### src/rtl/seg7_scan_drv.sv
// seg7_scan_drv: eight-digit multiplexed seven-segment scan driver with per-digit dp and blink.
//   clk, rst        clock, synchronous active-high reset
//   EN              reload shadow content at frame boundary
//   Disp_num        display word, digit i = Disp_num[4i+3:4i], digit 0 rightmost
//   point_in        per-digit decimal point enable
//   blink_in        per-digit blink enable
//   AN              active-low digit enables
//   SEGMENT         active-low {dp,g,f,e,d,c,b,a}
//   frame_done      one-cycle pulse after each completed frame
module seg7_scan_drv #(
  parameter int SCAN_DIV     = 50000,
  parameter int BLINK_FRAMES = 64
) (
  input  logic        clk,
  input  logic        rst,
  input  logic        EN,
  input  logic [31:0] Disp_num,
  input  logic [7:0]  point_in,
  input  logic [7:0]  blink_in,
  output logic [7:0]  AN,
  output logic [7:0]  SEGMENT,
  output logic        frame_done
);
  localparam int PW = $clog2(SCAN_DIV);
  localparam int FW = BLINK_FRAMES > 1 ? $clog2(BLINK_FRAMES) : 1;
  // Segment patterns a..g for nibbles F..0, one byte per nibble, nibble 0 in the low byte
  localparam logic [127:0] SEG_LUT = 128'h8E86A1C683889080F8829299B0A4F9C0;
  logic [PW-1:0] pcnt_q, pcnt_d;
  logic [2:0]    idx_q, idx_d;
  logic [FW-1:0] fcnt_q, fcnt_d;
  logic          phase_q, phase_d;
  logic [31:0]   sdata_q, sdata_d;
  logic [7:0]    spoint_q, spoint_d;
  logic [7:0]    sblink_q, sblink_d;
  logic [7:0]    an_q, an_d;
  logic [7:0]    seg_q, seg_d;
  logic          done_q, done_d;
  logic          tick, bound, fwrap, blank;
  logic [3:0]    nib;
  always_comb begin
    tick     = pcnt_q == PW'(SCAN_DIV - 1);
    bound    = tick && idx_q == 3'd7;
    fwrap    = fcnt_q == FW'(BLINK_FRAMES - 1);
    pcnt_d   = tick ? '0 : pcnt_q + 1'b1;
    idx_d    = idx_q + {2'b00, tick};
    fcnt_d   = !bound ? fcnt_q : fwrap ? '0 : fcnt_q + 1'b1;
    phase_d  = phase_q ^ (bound && fwrap);
    sdata_d  = bound && EN ? Disp_num : sdata_q;
    spoint_d = bound && EN ? point_in : spoint_q;
    sblink_d = bound && EN ? blink_in : sblink_q;
    done_d   = bound;
    // Outputs follow the digit currently selected, so they lag idx by one cycle
    nib      = sdata_q[{idx_q, 2'b00} +: 4];
    blank    = sblink_q[idx_q] && phase_q;
    an_d     = blank ? 8'hFF : ~(8'h01 << idx_q);
    seg_d    = blank ? 8'hFF : {~spoint_q[idx_q], SEG_LUT[{nib, 3'b000} +: 7]};
  end
  always_ff @(posedge clk) begin
    if (rst) begin
      pcnt_q   <= '0;
      idx_q    <= '0;
      fcnt_q   <= '0;
      phase_q  <= 1'b0;
      sdata_q  <= '0;
      spoint_q <= '0;
      sblink_q <= '0;
      an_q     <= 8'hFF;
      seg_q    <= 8'hFF;
      done_q   <= 1'b0;
    end else begin
      pcnt_q   <= pcnt_d;
      idx_q    <= idx_d;
      fcnt_q   <= fcnt_d;
      phase_q  <= phase_d;
      sdata_q  <= sdata_d;
      spoint_q <= spoint_d;
      sblink_q <= sblink_d;
      an_q     <= an_d;
      seg_q    <= seg_d;
      done_q   <= done_d;
    end
  end
  assign AN         = an_q;
  assign SEGMENT    = seg_q;
  assign frame_done = done_q;
endmodule

### config.mk
export PLATFORM = sky130hd
export DESIGN_NAME = seg7_scan_drv
export DESIGN_NICKNAME = d
export VERILOG_FILES = /design/src/rtl/seg7_scan_drv.sv
export SDC_FILE = /design/constraint.sdc
export NUM_CORES = 1
export LEC_CHECK = 0
export ABC_AREA = 1
export CORE_MARGIN = 2
export CORE_UTILIZATION = 30
export DETAILED_ROUTE_END_ITERATION = 7
export GPL_ROUTABILITY_DRIVEN = 1
export PLACE_DENSITY_LB_ADDON = 0.1
export SETUP_SLACK_MARGIN = 0.5
export SLEW_MARGIN = 0
export SYNTH_ARGS = -nofsm -noshare
export SYNTH_HDL_FRONTEND = slang
export SYNTH_SLANG_ARGS = --single-unit
### constraint.sdc
create_clock -name clk -period 4.2 [get_ports clk]
set_input_delay 1.05 -clock clk [delete_from_list [all_inputs] [get_ports clk]]
set_output_delay 1.05 -clock clk [all_outputs]
set_load 0.005 [all_outputs]
==> impl_metrics.yaml, run 1 <==
status:
  status: "finished clean"
grt:
  pin_count_of_the_biggest_net_entering_global_routing: 60
  first_global_vias: 3803
  global_route_wire_length_before_repair_um: 18800
  antenna_violations_before_repair: 0
  global_route.overflow_total: 0
  total_routing_usage_reported_by_global_routing_pct: 16.2
sta:
  timing_worst_slew_pin_value_ns: 1.17
  setup_tns_ns: 0
  final_setup_violation_count: 0
  grt_setup_unrepaired: "no"
  slew_headroom_pct: 21.2
  period_minus_slack_ns: 2.92
  maxSlewViolCount: 0
  max_freq_mhz: 342
  report.final.hold_viol_count: 0
  min_period_over_period_pct: 69.6
  clock_skew_ns: 0.00801
logic_synthesis:
  ys_seq_area_share_pct: 43.0
  synth-edff-count: 0
  ys_async_sr_fraction_pct: 0
  synth.ff_latch_count: 91
  synthesis.yosys.warnings: 0
  synthCells: 604
  synthDistinctLibCells: 27
  synthesis.area_um2: 4240
  avgSynthCellArea_um2: 7.02
  ys_dominant_reg_cell: "sky130_fd_sc_hd__dfxtp_1"
  syn_nets: 664
setup_path:
  path_common_cell: "sky130_fd_sc_hd__nand2_1"
  critical_path.max_stage_delay_ns: 0.91
  class_of_the_most_critical_setup_path: "flip-flop to flip-flop"
  worstPathCellList: "ha_1 > nand2_1 > nor2_1 > nand3b_1 > nor2_4 > buf_4 > nand3_2 > nand2_1 > a21oi_1"
  crit_buf_inv: 1
  timing.critical_path.from_type: "flip-flop"
  critical_path.slowest_cell: "sky130_fd_sc_hd__nand3_2"
  cp.required_ns: 4.40
  crit_path_arrival_time_ns: 3.12
  endpoint_type_of_the_worst_setup_path: "flip-flop"
  cp_top_family: "simple AND/OR/NAND/NOR gates"
  timing.critical_path.fanout_max: 52
detailed_routing:
  drt-total-wl_um: 11400
  detailroute.via_count: 3995
  final_antenna_net_count: 0
  drt-wirelength-per-cell_um: 13.6
  drt_iter0_drc: 245
  drt_pass_1_iters: 4
  detail_route.drc_violations: 0
  vias_per_cell: 4.78
cells_and_area:
  nNetsFinal: 711
  layout.cells.non_filler: 836
  diodes: 0
  sequential_cell_area_um2: 1820
  synthToLayoutAreaGrowth_pct: 24.9
  fin_util_pct: 38.3
  fill_cells: 1466
  multi_input_comb_area_um2: 2100
  drive_above_1_share_pct: 4.42
clocking:
  clkSlewWorstSetupHoldPaths_ns: 0.06
  post_cts_hold_buffer_count: 0
  inserted_clock_buffers: 9
  clk_latency_ns: 0.35
  ctsLongestPathBuffers: 2
  post_cts_setup_buffer_count: 0
  tritoncts: "yes"
  postCtsResizedCells: 0
  clockRootBuffer: "sky130_fd_sc_hd__clkbuf_16"
  clock_sinks: 91
  cts-htree-levels: 3
placement:
  dp_cells: 820
  place_hpwl_um: 7840
  buffer_ports.inserted: 67
  weighted_congestion_at_the_end_of_routability_driven_global_placement: 0.808
power_and_ir_drop:
  power.share.switching_pct: 21.0
  power.density_nw_per_um2: 338
  peakVddDrop_uv: 211
  report.power.total_mw: 1.79
  switching_power_mw: 0.376
  p_clk_share_pct: 46.5
  power_leakage_nw: 1.93
  register_share_of_total_power_pct: 48.7
  internal-power_mw: 1.41
  comb_power_share_pct: 4.8
die:
  chipWidth_um: 123
  core_area_um2: 13800
  top_level_ports: 68
  placement_rows: 43
  die_h_um: 123
  die_outline_area_um2: 15100
  initial_utilization_pct: 30.6
flow_run:
  maxCapViolCount: 0
hold_path:
  worstHoldPathType: "flip-flop to flip-flop"
cells in the final DEF, fill, tap and decap left out:
| master | instances |
|---|---|
| sky130_fd_sc_hd__nand3_2 | 1 |
| sky130_fd_sc_hd__nor2_4 | 2 |
| sky130_fd_sc_hd__o21ai_0 | 7 |
| sky130_fd_sc_hd__clkinv_2 | 2 |
| sky130_fd_sc_hd__a21oi_1 | 70 |
| sky130_fd_sc_hd__inv_2 | 2 |
| sky130_fd_sc_hd__nand4_1 | 55 |
| sky130_fd_sc_hd__o21ai_1 | 1 |
| sky130_fd_sc_hd__clkdlybuf4s50_1 | 65 |
| sky130_fd_sc_hd__nand3b_1 | 3 |
| sky130_fd_sc_hd__ha_1 | 9 |
| sky130_fd_sc_hd__clkbuf_8 | 2 |
| sky130_fd_sc_hd__nor4_1 | 1 |
| sky130_fd_sc_hd__nand2_2 | 1 |
| sky130_fd_sc_hd__nor2_1 | 33 |
| sky130_fd_sc_hd__xnor2_1 | 2 |
| sky130_fd_sc_hd__nand3_1 | 39 |
| sky130_fd_sc_hd__buf_2 | 2 |
| sky130_fd_sc_hd__o221ai_1 | 2 |
| sky130_fd_sc_hd__clkbuf_1 | 1 |
| sky130_fd_sc_hd__nor3_1 | 9 |
| sky130_fd_sc_hd__bufinv_16 | 1 |
| sky130_fd_sc_hd__inv_1 | 36 |
| sky130_fd_sc_hd__or2_2 | 1 |
| sky130_fd_sc_hd__clkinv_4 | 1 |
| sky130_fd_sc_hd__clkbuf_16 | 9 |
| sky130_fd_sc_hd__nand2_1 | 199 |
| sky130_fd_sc_hd__nor3b_1 | 1 |
| sky130_fd_sc_hd__buf_4 | 5 |
| sky130_fd_sc_hd__dfxtp_1 | 91 |
| sky130_fd_sc_hd__xor2_1 | 3 |
routing by layer:
| layer | GRT usage, % | vias to the layer above | share of wire (%) |
|---|---|---|---|
| li1 | - | 2108 | - |
| met1 | 20.1 | 1815 | 46 |
| met2 | 27.2 | 64 | 48 |
| met3 | 4.55 | 8 | 4.6 |
| met4 | 4.74 | 0 | 1.0 |
| met5 | 0 | - | 0 |
synthesized netlist by cell type (7+ instances only):
library cell               count  area share, %
sky130_fd_sc_hd__nand2_1     199             18
sky130_fd_sc_hd__inv_1        36            3.2
sky130_fd_sc_hd__nor2_1       33            2.9
sky130_fd_sc_hd__nand3_1      39            4.6
sky130_fd_sc_hd__ha_1          9            2.7
sky130_fd_sc_hd__nand4_1      55            8.1
sky130_fd_sc_hd__buf_2        16            1.9
sky130_fd_sc_hd__o21ai_0       7           0.83
sky130_fd_sc_hd__nor3_1        9            1.1
sky130_fd_sc_hd__clkbuf_1     16            1.4
sky130_fd_sc_hd__a21oi_1      70            8.3
sky130_fd_sc_hd__dfxtp_1      91             43
state kept, by name, indices dropped and copies added, names as in the netlist:
| signal | cells |
|---|---|
| pcnt_q | 16 |
| sblink_q | 8 |
| fcnt_q | 6 |
| idx_q | 3 |
| AN | 8 |
| spoint_q | 8 |
| frame_done | 1 |
| phase_q | 1 |
| SEGMENT | 8 |
| sdata_q | 32 |
area by class of cell:
class / instances / area share, %
Clock buffer: 12 / 4.85
Sequential cell: 91 / 34.4
Inverter: 38 / 2.69
Clock inverter: 4 / 0.922
Tap cell: 180 / 4.25
Multi-Input combinational cell: 439 / 39.7
Timing Repair Buffer: 72 / 13.2
final timing paths:
| check | slack, ns | from | to | cells after the start |
|---|---|---|---|---|
| worst min-delay path | 0.45 | pcnt_q[0]$_SDFF_PP0_ | pcnt_q[0]$_SDFF_PP0_ | 1 |
| worst max-delay path | 1.28 | pcnt_q[0]$_SDFF_PP0_ | sdata_q[22]$_SDFFE_PP0P_ | 9 |
| worst min register to register | 0.45 | pcnt_q[0]$_SDFF_PP0_ | pcnt_q[0]$_SDFF_PP0_ | 1 |
| worst max register to register | 1.28 | pcnt_q[0]$_SDFF_PP0_ | sdata_q[22]$_SDFFE_PP0P_ | 9 |
logic make-up after synthesis:
kind of cell / after synthesis / synth area share [%]
buffers and inverters: 74 / 7.56
AOI/OAI and AO/OA: 80 / 9.63
adders and majority gates: 9 / 2.66
xor gates and xnor gates: 5 / 1.03
and+or+nand+nor: 345 / 36.1
DFF: 91 / 43.0
metrics by stage:
stage / setup WS [ns] / cell area, um^2 / hold WS [ns]
after CTS: 1.26 / 5290 / 0.451
after floorplan: 2.23 / 4240 / 0.417
final: 1.28 / 5290 / 0.446
after global placement: 1.32 / 4990 / 0.431
after detailed placement: 1.26 / 4990 / 0.436
after global routing: 0.854 / 5290 / 0.479
power groups by stage:
stage | logic, mW | clock network (mW) | registers, mW
floorplan | 0.0231 | 0 | 0.891
global placement | 0.0866 | 0 | 0.891
detailed placement | 0.0869 | 0 | 0.891
CTS | 0.0871 | 0.854 | 0.871
global route | 0.0935 | 0.889 | 0.871
finish | 0.0860 | 0.831 | 0.871
Power figures use the tool's default switching activity.
==> run 2: changes to the inputs <==
clock period = 2.35 ns   (was 4.2 ns; I/O delays follow)
==> impl_metrics.yaml, run 2 (synthesis gave the netlist of run 1 again) <==
sta:
  min_period_over_period_pct: 74.5
  max_freq_mhz: 571
  clock_skew_ns: 0.00731
  grt_setup_unrepaired: "yes"
  maxSlewViolCount: 0
  period_minus_slack_ns: 1.75
  slew_headroom_pct: 58.4
  final_critical_path_setup_slack_ns: 0.598
  report.final.hold_viol_count: 0
  final_setup_violation_count: 0
  timing_worst_slew_pin_value_ns: 0.623
  setup_tns_ns: 0
  timing.hold.ws_ns: 0.464
cells_and_area:
  registers.top_by_ff_count: "sdata_q"
  diodes: 0
  layout.cells.non_filler: 871
  flip_flop_count_of_the_largest_register_all_copies_and_words_added: 32
  nNetsFinal: 746
  fill_cells: 1409
  final_cell_mix: "sky130_fd_sc_hd__nand2_1, sky130_fd_sc_hd__dfxtp_1, sky130_fd_sc_hd__a21oi_1, sky130_fd_sc_hd__clkdlybuf4s50_1, sky130_fd_sc_hd__nand4_1"
  final_cell_area_um2: 5850
  synthToLayoutAreaGrowth_pct: 38.1
  layout_commonest_cell: "sky130_fd_sc_hd__nand2_1"
  top_regs: "sdata_q x32, pcnt_q x16"
  drive_above_1_share_pct: 14.0
setup_path:
  timing.critical_path.from_type: "flip-flop"
  critical_path.slowest_cell: "sky130_fd_sc_hd__dfxtp_2"
  class_of_the_most_critical_setup_path: "flip-flop to flip-flop"
  timing.critical_path.fanout_max: 9
  worstPathCellList: "ha_4 > nand2_4 > nor2_4 > nand3b_1 > nor2_4 > buf_12 > nand3_2 > buf_6 > nand2_1 > a21oi_1"
  crit_path_arrival_time_ns: 1.96
  endpoint_type_of_the_worst_setup_path: "flip-flop"
  cp.required_ns: 2.55
  critical_path.max_stage_delay_ns: 0.35
  path_common_cell: "sky130_fd_sc_hd__nor2_4"
clocking:
  tritoncts: "yes"
  cts-htree-levels: 3
  clock_sinks: 91
  inserted_clock_buffers: 9
  post_cts_hold_buffer_count: 0
  ctsLongestPathBuffers: 2
  clk_latency_ns: 0.34
  clockRootBuffer: "sky130_fd_sc_hd__clkbuf_16"
  clkSlewWorstSetupHoldPaths_ns: 0.07
power_and_ir_drop:
  power_leakage_nw: 2.23
  power.density_nw_per_um2: 575
  peakVddDrop_uv: 407
detailed_routing:
  drt-wirelength-per-cell_um: 14.3
  routed-wl-met3_um: 581
  detail_route.drc_violations: 0
  wl_met2_um: 6230
  vias_per_cell: 4.89
  met1Wirelength_um: 5420
  detailroute.via_count: 4262
  drt_iter0_drc: 164
  topRoutingLayerUsed: "met4"
  drt-total-wl_um: 12500
  drt_pass_1_iters: 4
  final_antenna_net_count: 0
placement:
  place_hpwl_um: 8630
  dp_worst_setup_slack_ns: 0.235
  buffer_ports.inserted: 67
  weighted_congestion_at_the_end_of_routability_driven_global_placement: 0.853
  placedInstanceArea_um2: 5110
  dp_cells: 836
die:
  chipWidth_um: 123
  die_h_um: 123
  placement_rows: 43
  die_outline_area_um2: 15100
  core_area_um2: 13800
  initial_utilization_pct: 30.6
  top_level_ports: 68
grt:
  global_route_wire_length_before_repair_um: 19300
  global_route.overflow_total: 0
  pin_count_of_the_biggest_net_entering_global_routing: 60
  total_routing_usage_reported_by_global_routing_pct: 16.3
  first_global_vias: 3930
  antenna_violations_before_repair: 0
status:
  status: "finished clean"
flow_run:
  maxCapViolCount: 0
hold_path:
  worstHoldPathType: "flip-flop to flip-flop"
[run 2: cell types whose count changed in the layout (fill, tap and decap cells not counted), sizes merged]
cell,before,now
buf,7,36
clkinvlp,0,1
bufinv,1,2
clkbuf,12,17
clkinv,3,0
nand3,40,41
dlymetal6s2s,0,1
[run 2: cell type report]
class | instances | area, um^2 | share of cell area [%]
clock inverters | 3 | 67.6 | 1.15
clock buffers | 13 | 280 | 4.79
well taps | 180 | 225 | 3.85
repair buffers | 106 | 1080 | 18.5
inverters | 38 | 143 | 2.44
multi-input cells | 440 | 2220 | 37.9
flip-flops and latches | 91 | 1830 | 31.3
[run 2: worst max-delay path, delay by kind of cell, from the launching register on]
kind | cells | cell delay (ns)
buffers and inverters | 2 | 0.35
AND/OR/NAND/NOR | 6 | 0.70
adder cells (fa/ha/maj) | 1 | 0.16
flip-flops | 1 | 0.35
AO/OA/AOI/OAI | 1 | 0.05
[run 2: worst paths after layout]
kind | startpoint | cells past startpoint | to | slack [ns]
max | pcnt_q[1]$_SDFF_PP0_ | 10 | sdata_q[9]$_SDFFE_PP0P_ | 0.60
min | sdata_q[25]$_SDFFE_PP0P_ | 2 | sdata_q[25]$_SDFFE_PP0P_ | 0.46
max reg2reg | pcnt_q[1]$_SDFF_PP0_ | 10 | sdata_q[9]$_SDFFE_PP0P_ | 0.60
min reg2reg | sdata_q[25]$_SDFFE_PP0P_ | 2 | sdata_q[25]$_SDFFE_PP0P_ | 0.46
[run 2: metal layers]
metal  vias up  global-route usage, %
met2        86                   28.5
met3        16                   3.86
met1      1976                   19.8
met5         -                      0
met4         0                   4.96
li1       2184                      -
[run 2: per-stage QoR]
stage | power, mW | util (%)
6_report | 3.36 | 42.3
5_1_grt | 3.48 | 42.3
4_1_cts | 3.41 | 39.8
3_5_place_dp | 1.75 | 36.9
3_3_place_gp | 1.75 | 36.9
2_1_floorplan | 1.63 | -
[run 2: repair_timing]
item	4_1_cts	5_1_grt
gates resized for setup	6	42
buffers inserted	1	10
pin swaps	2	5
cloned	0	8
setup endpoints to repair	73	71
[run 2: power by group]
group / switching, mW / total, mW / internal (mW)
Sequential: 0.00625 / 1.56 / 1.55
Clock: 0.596 / 1.64 / 1.05
Combinational: 0.0646 / 0.160 / 0.0958
Total: 0.667 / 3.36 / 2.70
